## src/rtl/snitch_sb_id_pool_pkg.sv

```systemverilog
// Shared types and ID encode/decode helpers for the scoreboard ID pool.
package snitch_sb_pkg;

    // Upper bound on pool size supported by the encode/decode helpers.
    localparam int unsigned SbMaxIds = 64;
    localparam int unsigned SbMaxIdW = 6;

    typedef logic [SbMaxIds-1:0] sb_vec_t;
    typedef logic [SbMaxIdW-1:0] sb_id_t;

    // Encode a binary ID as a one-hot vector; IDs at or above n give all zeros.
    function automatic sb_vec_t sb_id_onehot(input sb_id_t id, input int unsigned n);
        sb_vec_t vec;
        vec = '0;
        if (32'(id) < n) begin
            vec[id] = 1'b1;
        end else begin
            vec = '0;
        end
        return vec;
    endfunction

    // Decode a one-hot vector to binary; ok is set only when exactly one bit is set.
    function automatic sb_id_t sb_id_bin(input sb_vec_t vec, output logic ok);
        sb_id_t      bin;
        int unsigned ones;
        bin  = '0;
        ones = 32'd0;
        for (int unsigned i = 0; i < SbMaxIds; i++) begin
            if (vec[i]) begin
                bin  = sb_id_t'(i);
                ones = ones + 32'd1;
            end else begin
                ones = ones;
            end
        end
        ok = (ones == 32'd1);
        return bin;
    endfunction

endpackage

```

## src/rtl/snitch_sb_id_pool_if.sv

```systemverilog
// Allocation / release handshake bundle of the scoreboard ID pool.
interface snitch_sb_id_pool_if #(
    parameter int unsigned NumIds   = 8,
    parameter int unsigned NumAlloc = 1,
    parameter int unsigned NumFree  = 1,
    parameter int unsigned OneHot   = 0
);
    localparam int unsigned IdW   = $clog2(NumIds);
    localparam int unsigned PortW = (OneHot != 0) ? NumIds : IdW;
    localparam int unsigned CntW  = $clog2(NumIds + 1);

    logic [NumAlloc-1:0]            alloc_valid_o;
    logic [NumAlloc-1:0][PortW-1:0] alloc_id_o;
    logic [NumAlloc-1:0]            alloc_ready_i;
    logic [NumFree-1:0]             free_valid_i;
    logic [NumFree-1:0][PortW-1:0]  free_id_i;
    logic                           free_err_o;
    logic                           empty_o;
    logic                           full_o;
    logic [CntW-1:0]                usage_o;

    // The pool side.
    modport master (
        output alloc_valid_o, alloc_id_o, free_err_o, empty_o, full_o, usage_o,
        input  alloc_ready_i, free_valid_i, free_id_i
    );

    // The consumer side.
    modport slave (
        input  alloc_valid_o, alloc_id_o, free_err_o, empty_o, full_o, usage_o,
        output alloc_ready_i, free_valid_i, free_id_i
    );

endinterface

```

## src/rtl/snitch_sb_id_pool_check.sv

```systemverilog
// Per-port release validation: legality, in-use lookup, duplicate masking
// and compaction of the accepted IDs in port order.
module snitch_sb_id_pool_check
    import snitch_sb_pkg::*;
#(
    parameter int unsigned NumIds  = 8,
    parameter int unsigned NumFree = 1,
    parameter int unsigned OneHot  = 0,
    localparam int unsigned IdW    = $clog2(NumIds),
    localparam int unsigned PortW  = (OneHot != 0) ? NumIds : IdW,
    localparam int unsigned CntW   = $clog2(NumIds + 1)
) (
    input  logic [NumFree-1:0]            free_valid_i,
    input  logic [NumFree-1:0][PortW-1:0] free_id_i,
    input  logic [NumIds-1:0]             inuse_i,
    output logic [NumFree-1:0]            accept_o,
    output logic [NumFree-1:0][IdW-1:0]   ids_o,
    output logic [CntW-1:0]               nfree_o
);

    logic [NumFree-1:0][IdW-1:0] id_bin_s;
    logic [NumFree-1:0]          legal_s;
    logic [NumFree-1:0]          accept_s;
    logic [NumFree-1:0][IdW-1:0] ids_s;
    logic [CntW-1:0]             nfree_s;

    if (OneHot != 0) begin : g_onehot
        // Decode one-hot release IDs; anything but exactly one bit is illegal.
        always_comb begin
            sb_id_t dec_v;
            logic   ok_v;
            dec_v    = '0;
            ok_v     = 1'b0;
            id_bin_s = '0;
            legal_s  = '0;
            for (int unsigned j = 0; j < NumFree; j++) begin
                dec_v       = sb_id_bin(SbMaxIds'(free_id_i[j]), ok_v);
                id_bin_s[j] = dec_v[IdW-1:0];
                legal_s[j]  = ok_v && (32'(dec_v) < NumIds);
            end
        end
    end else begin : g_binary
        // Binary release IDs are legal only below the pool size.
        always_comb begin
            id_bin_s = '0;
            legal_s  = '0;
            for (int unsigned j = 0; j < NumFree; j++) begin
                id_bin_s[j] = free_id_i[j];
                legal_s[j]  = (CntW'(free_id_i[j]) < CntW'(NumIds));
            end
        end
    end

    // Accept legal in-use IDs that no lower port has already claimed this cycle.
    always_comb begin
        logic dup_v;
        dup_v    = 1'b0;
        accept_s = '0;
        for (int unsigned j = 0; j < NumFree; j++) begin
            dup_v = 1'b0;
            for (int unsigned i = 0; i < j; i++) begin
                dup_v = dup_v | (accept_s[i] && (id_bin_s[i] == id_bin_s[j]));
            end
            accept_s[j] = free_valid_i[j] && legal_s[j] && inuse_i[id_bin_s[j]] && !dup_v;
        end
    end

    // Pack accepted IDs densely in port order and count them.
    always_comb begin
        ids_s   = '0;
        nfree_s = {CntW{1'b0}};
        for (int unsigned j = 0; j < NumFree; j++) begin
            if (accept_s[j]) begin
                ids_s[nfree_s] = id_bin_s[j];
                nfree_s        = nfree_s + CntW'(1'b1);
            end else begin
                nfree_s = nfree_s;
            end
        end
    end

    assign accept_o = accept_s;
    assign ids_o    = ids_s;
    assign nfree_o  = nfree_s;

endmodule

```

## src/rtl/snitch_sb_id_pool.sv

```systemverilog
// Scoreboard slot-ID free list: circular buffer of free IDs handed out in
// FIFO order, with an in-use bitmap guarding releases.
module snitch_sb_id_pool
    import snitch_sb_pkg::*;
#(
    parameter int unsigned NumIds   = 8,
    parameter int unsigned NumAlloc = 1,
    parameter int unsigned NumFree  = 1,
    parameter int unsigned OneHot   = 0
) (
    input  logic                clk_i,
    input  logic                rst_i,
    input  logic                flush_i,
    snitch_sb_id_pool_if.master bus
);

    localparam int unsigned IdW  = $clog2(NumIds);
    localparam int unsigned CntW = $clog2(NumIds + 1);

    logic [NumIds-1:0][IdW-1:0]   mem_r;
    logic [IdW-1:0]               rd_r;
    logic [IdW-1:0]               wr_r;
    logic [CntW-1:0]              cnt_r;
    logic [NumIds-1:0]            inuse_r;
    logic                         free_err_r;

    logic [NumAlloc-1:0]          valid_s;
    logic [NumAlloc-1:0][IdW-1:0] offer_s;
    logic [CntW-1:0]              nalloc_s;
    logic [NumIds-1:0]            set_s;
    logic [NumIds-1:0]            clr_s;
    logic [NumFree-1:0]           accept_s;
    logic [NumFree-1:0][IdW-1:0]  free_ids_s;
    logic [CntW-1:0]              nfree_s;

    // Pointer advance modulo NumIds; works for non-power-of-two pool sizes.
    function automatic logic [IdW-1:0] ptr_add(input logic [IdW-1:0] p, input logic [CntW-1:0] inc);
        logic [CntW:0] sum;
        sum = (CntW+1)'(p) + (CntW+1)'(inc);
        if (sum >= (CntW+1)'(NumIds)) begin
            sum = sum - (CntW+1)'(NumIds);
        end else begin
            sum = sum;
        end
        return sum[IdW-1:0];
    endfunction

    snitch_sb_id_pool_check #(
        .NumIds  (NumIds),
        .NumFree (NumFree),
        .OneHot  (OneHot)
    ) i_check (
        .free_valid_i (bus.free_valid_i),
        .free_id_i    (bus.free_id_i),
        .inuse_i      (inuse_r),
        .accept_o     (accept_s),
        .ids_o        (free_ids_s),
        .nfree_o      (nfree_s)
    );

    // Offer the next NumAlloc IDs from the head of the free list.
    always_comb begin
        valid_s = '0;
        offer_s = '0;
        for (int unsigned k = 0; k < NumAlloc; k++) begin
            valid_s[k] = (cnt_r > CntW'(k));
            offer_s[k] = mem_r[ptr_add(rd_r, CntW'(k))];
        end
    end

    // Prefix-rule allocation: a port transfers only if every lower port does.
    always_comb begin
        logic prefix_v;
        prefix_v = 1'b1;
        nalloc_s = {CntW{1'b0}};
        set_s    = '0;
        for (int unsigned k = 0; k < NumAlloc; k++) begin
            prefix_v          = prefix_v & valid_s[k] & bus.alloc_ready_i[k];
            nalloc_s          = nalloc_s + CntW'(prefix_v);
            set_s[offer_s[k]] = set_s[offer_s[k]] | prefix_v;
        end
    end

    // In-use bits to drop for the IDs accepted back this cycle.
    always_comb begin
        clr_s = '0;
        for (int unsigned j = 0; j < NumFree; j++) begin
            clr_s[free_ids_s[j]] = clr_s[free_ids_s[j]] | (CntW'(j) < nfree_s);
        end
    end

    // Free-list storage, pointers, count, bitmap and the release error pulse.
    always_ff @(posedge clk_i) begin
        if (rst_i || flush_i) begin
            for (int unsigned i = 0; i < NumIds; i++) begin
                mem_r[i] <= IdW'(i);
            end
            rd_r       <= {IdW{1'b0}};
            wr_r       <= {IdW{1'b0}};
            cnt_r      <= CntW'(NumIds);
            inuse_r    <= {NumIds{1'b0}};
            free_err_r <= 1'b0;
        end else begin
            for (int unsigned j = 0; j < NumFree; j++) begin
                if (CntW'(j) < nfree_s) begin
                    mem_r[ptr_add(wr_r, CntW'(j))] <= free_ids_s[j];
                end
            end
            rd_r       <= ptr_add(rd_r, nalloc_s);
            wr_r       <= ptr_add(wr_r, nfree_s);
            cnt_r      <= cnt_r + nfree_s - nalloc_s;
            inuse_r    <= (inuse_r | set_s) & ~clr_s;
            free_err_r <= |(bus.free_valid_i & ~accept_s);
        end
    end

    if (OneHot != 0) begin : g_out_onehot
        // Present offered IDs as one-hot vectors.
        always_comb begin
            sb_vec_t oh_v;
            oh_v           = '0;
            bus.alloc_id_o = '0;
            for (int unsigned k = 0; k < NumAlloc; k++) begin
                oh_v              = sb_id_onehot(sb_id_t'(offer_s[k]), NumIds);
                bus.alloc_id_o[k] = oh_v[NumIds-1:0];
            end
        end
    end else begin : g_out_binary
        assign bus.alloc_id_o = offer_s;
    end

    assign bus.alloc_valid_o = valid_s;
    assign bus.free_err_o    = free_err_r;
    assign bus.empty_o       = (cnt_r == {CntW{1'b0}});
    assign bus.full_o        = (cnt_r == CntW'(NumIds));
    assign bus.usage_o       = cnt_r;

endmodule

```

## src/flat_wrapper.sv

```systemverilog
// flat-port wrapper written by rule: the top's interface ports become plain ports
module snitch_sb_id_pool_flat import snitch_sb_pkg::*;
#(
    parameter int unsigned NumIds   = 8,
    parameter int unsigned NumAlloc = 1,
    parameter int unsigned NumFree  = 1,
    parameter int unsigned OneHot   = 0
)
  (clk_i, rst_i, flush_i, bus_alloc_valid_o, bus_alloc_id_o, bus_free_err_o, bus_empty_o, bus_full_o, bus_usage_o, bus_alloc_ready_i, bus_free_valid_i, bus_free_id_i);
  snitch_sb_id_pool_if #(.NumIds(NumIds), .NumAlloc(NumAlloc), .NumFree(NumFree), .OneHot(OneHot)) bus_i ();
  input  logic clk_i;
  input  logic rst_i;
  input  logic flush_i;
  output wire logic [$bits(bus_i.alloc_valid_o)-1:0] bus_alloc_valid_o;
  output wire logic [$bits(bus_i.alloc_id_o)-1:0] bus_alloc_id_o;
  output wire logic [$bits(bus_i.free_err_o)-1:0] bus_free_err_o;
  output wire logic [$bits(bus_i.empty_o)-1:0] bus_empty_o;
  output wire logic [$bits(bus_i.full_o)-1:0] bus_full_o;
  output wire logic [$bits(bus_i.usage_o)-1:0] bus_usage_o;
  input wire logic [$bits(bus_i.alloc_ready_i)-1:0] bus_alloc_ready_i;
  input wire logic [$bits(bus_i.free_valid_i)-1:0] bus_free_valid_i;
  input wire logic [$bits(bus_i.free_id_i)-1:0] bus_free_id_i;
  assign bus_alloc_valid_o = bus_i.alloc_valid_o;
  assign bus_alloc_id_o = bus_i.alloc_id_o;
  assign bus_free_err_o = bus_i.free_err_o;
  assign bus_empty_o = bus_i.empty_o;
  assign bus_full_o = bus_i.full_o;
  assign bus_usage_o = bus_i.usage_o;
  assign bus_i.alloc_ready_i = bus_alloc_ready_i;
  assign bus_i.free_valid_i = bus_free_valid_i;
  assign bus_i.free_id_i = bus_free_id_i;
  snitch_sb_id_pool #(.NumIds(NumIds), .NumAlloc(NumAlloc), .NumFree(NumFree), .OneHot(OneHot)) u_core (.clk_i(clk_i), .rst_i(rst_i), .flush_i(flush_i), .bus(bus_i));
endmodule
```

## config.mk

```make
export PLATFORM = sky130hd
export DESIGN_NAME = snitch_sb_id_pool_flat
export DESIGN_NICKNAME = d
export VERILOG_FILES = /design/src/rtl/snitch_sb_id_pool_pkg.sv /design/src/rtl/snitch_sb_id_pool_if.sv /design/src/rtl/snitch_sb_id_pool_check.sv /design/src/rtl/snitch_sb_id_pool.sv /design/src/flat_wrapper.sv
export SDC_FILE = /design/constraint.sdc
export NUM_CORES = 1
export LEC_CHECK = 0
export BUFFER_PORTS_ARGS = -buffer_cell sky130_fd_sc_hd__clkbuf_2
export CORE_MARGIN = 3
export CORE_UTILIZATION = 30
export DETAILED_ROUTE_END_ITERATION = 10
export SYNTH_ARGS = -nofsm -noshare
export SYNTH_HDL_FRONTEND = slang
export SYNTH_HIERARCHICAL = 1
export SYNTH_SLANG_ARGS = --single-unit
```

## constraint.sdc

```tcl
create_clock -name clk_i -period 2.8 [get_ports clk_i]
set_input_delay 0.28 -clock clk_i [delete_from_list [all_inputs] [get_ports clk_i]]
set_output_delay 0.28 -clock clk_i [all_outputs]
set_load 0.01 [all_outputs]
```

# Word-level counts from Yosys, hierarchy flattened
# Memory sizes are Yosys's and may differ from the RTL's.
# Cells that the tools add are included.
# op_classes
order_cmp	14
div_mod_pow	0
mul	0
add_sub_neg	8
eq_ne	1
n_reduce_logical	6
n_bitwise	10
mux	21
shifts	0
# ops
cell	n
$mux W3	9
$and A8 B8 Y8	3
$bwmux W24	1
$lt A3 B4 Y1 const B	5
$sub A3 B1 Y3 const B	4
$bmux W3 S3	1
$demux W3 S3	1
$ge A3 B1 Y1 const B	3
$add A3 B1 Y4	2
$ge A3 B4 Y1 const B	2
$ge A4 B4 Y1 const B	2
$not A8 Y8	1
$or A8 B8 Y8	1
$demux W1 S3	2
$mux W1	6
$add A4 B1 Y4	1
$eq A4 B4 Y1 const B	1
$gt A4 B1 Y1 const B	1
$logic_and A1 B1 Y1	4
$logic_not A4 Y1	1
$sub A4 B1 Y4	1
$bmux W1 S3	1
$and A1 B1 Y1	2
$or A1 B1 Y1	2
other kinds (3)	3
# word_totals
mem_count	2
romBits	16
reg_bits	43
latch_bits	0
word_cells	75
input_bits	8
ram_bits	0
# mem_list
memory	words	width	read_ports	rd_clocked_by_memory_dff	write_ports	line_no	source
(name not given)	8	1	1	0	0	snitch_sb_id_pool.sv:88	clr_s[free_ids_s[j]] = clr_s[free_ids_s[j]] | (CntW'(j) < nfree_s);
(name not given)	8	1	1	0	0	snitch_sb_id_pool.sv:80	set_s[offer_s[k]] = set_s[offer_s[k]] | prefix_v;

# Depth between registers and ports, before layout
# Gate-level depths: netlist of the first run.
# depth
ltp_word	12
depth_mapped	12
ltp_nobuf	11

# Modules after synthesis
# Netlist of the first run, hierarchy kept.
# modules_own_cells
module	area_per_inst_um2	cells_each	seq_area_each_um2	instances
snitch_sb_id_pool	2098.3	214	860.8	1
snitch_sb_id_pool_check	150.1	22	0.0	1

# Least setup slack after synthesis of the first run
# Ideal clock, no wire load.
# synth_timing
path_kind	register -> register
from	reg u_core.cnt_r[1] (netlist: u_core/bus.usage_o[1])
to	reg u_core.cnt_r[2] (netlist: u_core/bus.usage_o[2])
path_buffers	0
path_slack_ns	0.261
setup_ns	0.128
t_arrival_ns	2.411
stages_incl_launch_ff	11
path_cell_list	dfxtp_1 -> or4_2 -> nand2_1 -> inv_1 -> ha_1 -> inv_1 -> ha_1 -> inv_1 -> fa_1 -> xor2_1 -> nor2_1
# synth_via
elab_chain_cells	3
elab_cells_between_ends	4
classes_between	2 x add/sub; 1 x order compare; 1 x bitwise
# synth_rtl
item	line_no	source
from (decl)	snitch_sb_id_pool.sv:23	logic [CntW-1:0] cnt_r;
from (signal assigned)	snitch_sb_id_pool.sv:100	cnt_r <= CntW'(NumIds);
from (signal assigned)	snitch_sb_id_pool.sv:111	cnt_r <= cnt_r + nfree_s - nalloc_s;
$gt A4 B1 Y1	snitch_sb_id_pool.sv:66	valid_s[k] = (cnt_r > CntW'(k));
net bus_alloc_valid_o	flat_wrapper.sv:14	output wire logic [$bits(bus_i.alloc_valid_o)-1:0] bus_alloc_valid_o;
$and A1 B1 Y1	snitch_sb_id_pool.sv:78	prefix_v = prefix_v & valid_s[k] & bus.alloc_ready_i[k];
$sub A4 B1 Y4	snitch_sb_id_pool.sv:111	
# The timed path passes the listed nets, and every way through them passes these cells.
# A chain may end at the register's enable or synchronous reset.

# Worst setup path after layout of the first run
# layout_timing
from	reg u_core.rd_r[0]
to	out bus_alloc_id_o[0]
# layout_via
elab_chain_cells	4
elab_cells_between_ends	5
classes_between	1 x add/sub; 1 x order compare; 3 x mux
# layout_rtl
item	line_no	source
from (decl)	snitch_sb_id_pool.sv:21	logic [IdW-1:0] rd_r;
from (signal assigned)	snitch_sb_id_pool.sv:98	rd_r <= {IdW{1'b0}};
from (signal assigned)	snitch_sb_id_pool.sv:109	rd_r <= ptr_add(rd_r, nalloc_s);
$ge A3 B4 Y1 / $sub A3 B1 Y3 (equally long branches)	snitch_sb_id_pool.sv:40, snitch_sb_id_pool.sv:41	
$mux W3 (*)	snitch_sb_id_pool.sv:40	if (sum >= (CntW+1)'(NumIds)) begin
$bmux W3 S3 (*)	snitch_sb_id_pool.sv:67	offer_s[k] = mem_r[ptr_add(rd_r, CntW'(k))];
$mux W3 (implied by the code) (*)	snitch_sb_id_pool.sv:67	
to (decl)	flat_wrapper.sv:15	output wire logic [$bits(bus_i.alloc_id_o)-1:0] bus_alloc_id_o;
# Mark *: on every way between the ends. The rest lies on a longest branch, timed or not. The select of a mux whose other input is x is not followed.

==> flow_summary.toml, run 1 <==
[power]
seqPwrFrac_pct = 49.6
p_per_area_nw_per_um2 = 506
p_clk_share_pct = 33.9
p_int_mw = 0.949
finalPower_mw = 1.30
irDropWorstVdd_v = 0.000181
power.switching_mw = 0.351
power_switching_share_pct = 27.0
comb_power_share_pct = 16.5
leakage_nw = 1.02

[detailed_routing]
viasPerCell = 4.76
drtIter0Drc = 78
ant_nets = 0
wl_per_cell_um = 13.5
first_pass_iters = 4
dr.max_layer_used = "met4"
totalWireLength_um = 4800
vias = 1701
dr_wl_met3_um = 156
route.detailed.drc = 0
met1Wirelength_um = 2400
dr_wl_met2_um = 2230

[clock_network]
cts_tree = "yes"
max-clock-path-buffers = 2
path_clk_slew_ns = 0.09
numCtsBuffers = 5
cts-root-buf = "clkbuf_8"
cts_resized = 0
clock_latency_ns = 0.30
postCtsSetupBuffers = 0
h-tree-depth = 2
cts_hold_buf = 0
cts.sinks = 43

[floorplan]
fp-row-count = 30
die_x_um = 92.6
die_area_um2 = 8570
core_um2 = 7020
die_h_um = 92.6
start_util_pct = 32.0
ioPinCount = 19

[outcome]
status = "complete, no violations"

[finish]
antenna-diode-count = 0
final_net_count = 279
final_cell_mix = "dfxtp_1 (43), nor2_1 (23), mux2i_1 (21)"
final_cells = 357
final_common_cell = "dfxtp_1"
drive_gt1_share_pct = 19.5
area_growth_pct = 14.3

[grt]
globalRoute.totalOverflow = 0
grt_first_pass_wirelength_um = 7930
grt_max_degree = 23
grt.total_usage_pct = 11.8
first_global_vias = 1636
antenna_found_initial = 0

[logic_synthesis]
postSynthAreaPerCell_um2 = 9.53
yosys.cell_types.count = 45
yosys.area.top_type = "dfxtp_1"
synth_area_leaders = "dfxtp_1 (38%), mux2i_1 (9.3%), ha_1 (5.0%)"
yosysSeqAreaShare_pct = 38.3
synth-seq-cells = 43
synth_top_cell_area_share_pct = 38.3
ys_warn_count = 6
syn-instance-count = 236
synthesis.area_um2 = 2250

[sta]
rsz0062_at_grt = "no"
min_period_over_period_pct = 89.2
setup_viol_count_final = 0
drv_slew = 0
worst_pin_slew_ns = 0.931
fmax_mhz = 401
slew_headroom_pct = 37.7
timing.final.ws_setup_ns = 0.303
tns_ns = 0
fin_crit_ns = 2.50
hold_viol = 0
fin_skew_ns = 0.0170

[critical_path]
critPathBufInv = 2
end_kind = "output pin"
worstPathRequired_ns = 2.52
startpoint = "u_core/rd_r[0]"
critical_path_class = "register to output pin"
critPathMaxStageDelay_ns = 0.66
path_delay_family = "multiplexers"
crit_arrival_ns = 2.22
cp_max_fo = 9
cp_cell_sequence = "mux4_1, mux2i_2, inv_2, clkbuf_2"
critPathSlowestCell = "dfxtp_1"
r2r-start = "u_core/inuse_r[5]"
cp-start-kind = "register"

[hold_path]
hold_start = "bus_free_valid_i"
min_path_type = "input pin to register"

[placed_design]
pre_cts_slack_ns = 0.182
gp_congestion = 0.786
dp.cells = 349
dp_hpwl_um = 3500
io_buffers = 18

[run]
drv_cap = 0
[worst reg2reg max path: cells and delay by family (launching register included)]
kind | cells | cell delay, ns
adders and majority gates | 3 | 0.82
muxes | 1 | 0.09
DFF | 1 | 0.36
buffers and inverters | 3 | 0.19
and+or+nand+nor | 2 | 0.36
xor gates and xnor gates | 1 | 0.14
AOI/OAI and AO/OA | 1 | 0.41
[cell type report]
cell class              count  area, µm²
fillers                   737       4450
multi-input cells         159       1230
flip-flops and latches     43        861
repair buffers             30        180
well taps                  96        120
clock buffers               7       96.3
inverters                  21       78.8
clock inverters             1       7.51
[power by group through the flow]
stage / sequential, mW / combinational, mW / clock [mW]
after floorplan: 0.655 / 0.153 / 0
after global placement: 0.660 / 0.213 / 0
after detailed placement: 0.660 / 0.215 / 0
after CTS: 0.646 / 0.217 / 0.453
after global routing: 0.648 / 0.239 / 0.478
final: 0.645 / 0.214 / 0.440
[path summary, 6_finish.rpt]
kind                      endpoint  slack [ns]  depth (start not counted)
max              bus_alloc_id_o[0]        0.30                          4
max reg2reg  u_core/bus.usage_o[2]        0.33                         11
min reg2reg       u_core/mem_r[14]        0.47                          2
min          u_core/bus.free_err_o        0.22                          2
[state kept, by name (all words and copies together) (netlist names)]
name and flops:
u_core/bus.free_err_o 1, u_core/wr_r 3, u_core/mem_r 24, u_core/bus.usage_o 4, u_core/inuse_r 8, u_core/rd_r 3
[metrics by stage]
step | util, % | hold slack, ns | area [µm²]
global route | 36.6 | 0.218 | 2570
global placement | 35.1 | 0.451 | 2470
floorplan | - | 0.433 | 2260
CTS | 36.6 | 0.215 | 2570
detailed placement | 35.1 | 0.457 | 2470
finish | 36.6 | 0.222 | 2570
[cells by family after synthesis]
group           share of synthesized area [%]
other cells                             0.167
xor+xnor                                 2.73
flops                                    38.3
mux                                      18.1
fa+ha+maj                                6.79
buf+inv                                  7.51
compound gates                           10.7
simple gates                             15.7
[Yosys cell counts (all sizes together)]
cell type  count
inv           21
or2            2
nand2         20
a31oi          1
a211oi         3
mux2i         23
nor2b          1
a311oi         2
o311a          2
xnor2          5
conb           1
a41oi          4
xor2           2
nor2          23
ha             9
and2           4
nand3          7
dfxtp         43
a21oi          3
nor3           3
nor4b          1
buf            5
mux2           3
mux4           5
nor4           4
fa             2
o41ai          3
or3            3
or4            2
a21o           1
nor3b          1
clkbuf        10
nand2b         2
o221a          2
o21ai         12
or2b           1
[metal layers]
metal / GRT usage (%) / up-vias
met1: 15.6 / 804
met3: 3.49 / 2
met2: 18.8 / 24
li1: - / 871
met5: 0 / -
met4: 3.09 / 0
Power figures use the tool's default switching activity.
==> run 2: changes to the inputs <==
--- a/constraint.sdc
+++ b/constraint.sdc
@@ -3,2 +3,2 @@
 set_output_delay 0.28 -clock clk_i [all_outputs]
-set_load 0.01 [all_outputs]
+set_load 0.05 [all_outputs]
==> run 2 against run 1 <==
First-iteration DRC count rose by 37%. Core utilization rose by 0.30 points. Combinational power rose by 29%. Worst setup slack got worse by 0.035 ns. Via count rose by 3.9%. Wire length rose by 4.1%. Largest cell class unchanged.
==> flow_summary.toml, run 2 (same netlist as run 1, synthesis figures left out) <==
[sta]
worst_pin_slew_ns = 0.932
fmax_mhz = 395
hold_viol = 0
fin_crit_ns = 2.53
fin_skew_ns = 0.0100
setup_viol_count_final = 0
slew_headroom_pct = 37.6
min_period_over_period_pct = 90.4
rsz0062_at_grt = "no"
tns_ns = 0
drv_slew = 0

[floorplan]
ioPinCount = 19
die_h_um = 92.6
die_x_um = 92.6
fp-row-count = 30
start_util_pct = 32.0
die_area_um2 = 8570
core_um2 = 7020

[grt]
antenna_found_initial = 0
globalRoute.totalOverflow = 0
first_global_vias = 1682
grt_max_degree = 23
grt.total_usage_pct = 12.5
groute.layer.met1.usage_pct = 16.3
grtUsageMet2_pct = 18.9
grt_use_met3_pct = 3.57
busiest_layer = "met2"
grt_first_pass_wirelength_um = 8410

[placed_design]
gp_congestion = 0.798
io_buffers = 18
dp_hpwl_um = 3540

[clock_network]
max-clock-path-buffers = 2
clock_latency_ns = 0.30
h-tree-depth = 2
postCtsSetupBuffers = 0
path_clk_slew_ns = 0.09
cts.sinks = 43
numCtsBuffers = 5
cts-root-buf = "clkbuf_8"
cts_tree = "yes"

[critical_path]
critPathMaxStageDelay_ns = 0.65
critical_path_class = "register to output pin"
crit_arrival_ns = 2.25
cp_cell_sequence = "mux4_1, mux2i_2, inv_2, clkbuf_2"
cp-start-kind = "register"
cp_max_fo = 7
critPathSlowestCell = "mux4_1"
worstPathRequired_ns = 2.52
end_kind = "output pin"

[finish]
drive_gt1_share_pct = 19.9
largest_reg_flops = 24
antenna-diode-count = 0
final_common_cell = "dfxtp_1"
largest_register = "u_core/mem_r"
n_fill_cell = 740
final_net_count = 279
area_growth_pct = 15.2
final_cell_mix = "dfxtp_1 (43), nor2_1 (23), mux2i_1 (21)"

[detailed_routing]
wl_per_cell_um = 14.0
first_pass_iters = 4
viasPerCell = 4.95
totalWireLength_um = 5000
ant_nets = 0
vias = 1768
drtIter0Drc = 107
route.detailed.drc = 0

[outcome]
status = "complete, no violations"

[power]
finalPower_mw = 1.43
p_per_area_nw_per_um2 = 551
irDropWorstVdd_v = 0.000214
leakage_nw = 1.04

[hold_path]
min_path_type = "input pin to register"

[run]
drv_cap = 0
==> run 2: cell types whose count changed in the layout (fill, tap and decap cells not counted), sizes merged <==
| cell | change |
|---|---|
| clkinv | +1 |
| clkbuf | -2 |
| clkinvlp | -1 |
| inv | +1 |
| bufinv | +1 |
==> run 2: layout make-up <==
type,instances,area [µm²],area share [%]
multi-input cells,159,1230,47.7
inverters,21,78.8,3.04
well taps,96,120,4.64
flip-flops and latches,43,861,33.2
repair buffers,30,180,6.95
clock inverters,3,47.5,1.83
clock buffers,5,68.8,2.66
==> run 2: report_power, final <==
part           leakage, nW  switching [mW]  internal (mW)
sequential           0.348          0.0186          0.626
clock               0.0587           0.235          0.271
combinational        0.628           0.179         0.0983
total                 1.04           0.432          0.995
==> run 2: layer usage <==
metal / part of all wire, % / vias to the layer above / wire length [µm]
met5: 0 / - / 0
met4: 2.4 / 0 / 119
met3: 6.9 / 10 / 347
met2: 45 / 53 / 2250
met1: 46 / 833 / 2280
li1: - / 872 / -
==> run 2: path summary, 6_finish.rpt <==
path	from	endpoint	slack, ns	cells after the start
setup reg to reg	u_core/inuse_r[3]	u_core/bus.usage_o[2]	0.35	11
hold / removal	bus_free_valid_i	u_core/bus.free_err_o	0.23	2
setup / recovery	u_core/rd_r[0]	bus_alloc_id_o[0]	0.27	4
hold reg to reg	u_core/mem_r[14]	u_core/mem_r[14]	0.48	2
==> run 2: critical path: cells and delay by family, from the launching register on <==
| kind | cells | cell delay (ns) |
|---|---|---|
| multiplexers | 2 | 0.98 |
| flip-flops | 1 | 0.58 |
| buffers and inverters | 2 | 0.38 |
==> run 2: through the flow <==
stage,setup WS [ns],area (µm²),instances,utilization [%],hold slack (ns)
detailed placement,0.110,2470,349,35.2,0.460
finish,0.268,2590,357,36.9,0.229
global route,0.138,2590,357,36.9,0.224
global placement,0.230,2470,349,35.2,0.451
floorplan,0.124,2260,238,-,0.433
CTS,0.214,2580,357,36.8,0.223
==> run 2: what timing repair did <==
item                                    4_1_cts  5_1_grt
hold buffers                                  0        0
endpoints found under the setup margin        0        1
resized for setup                             0        1
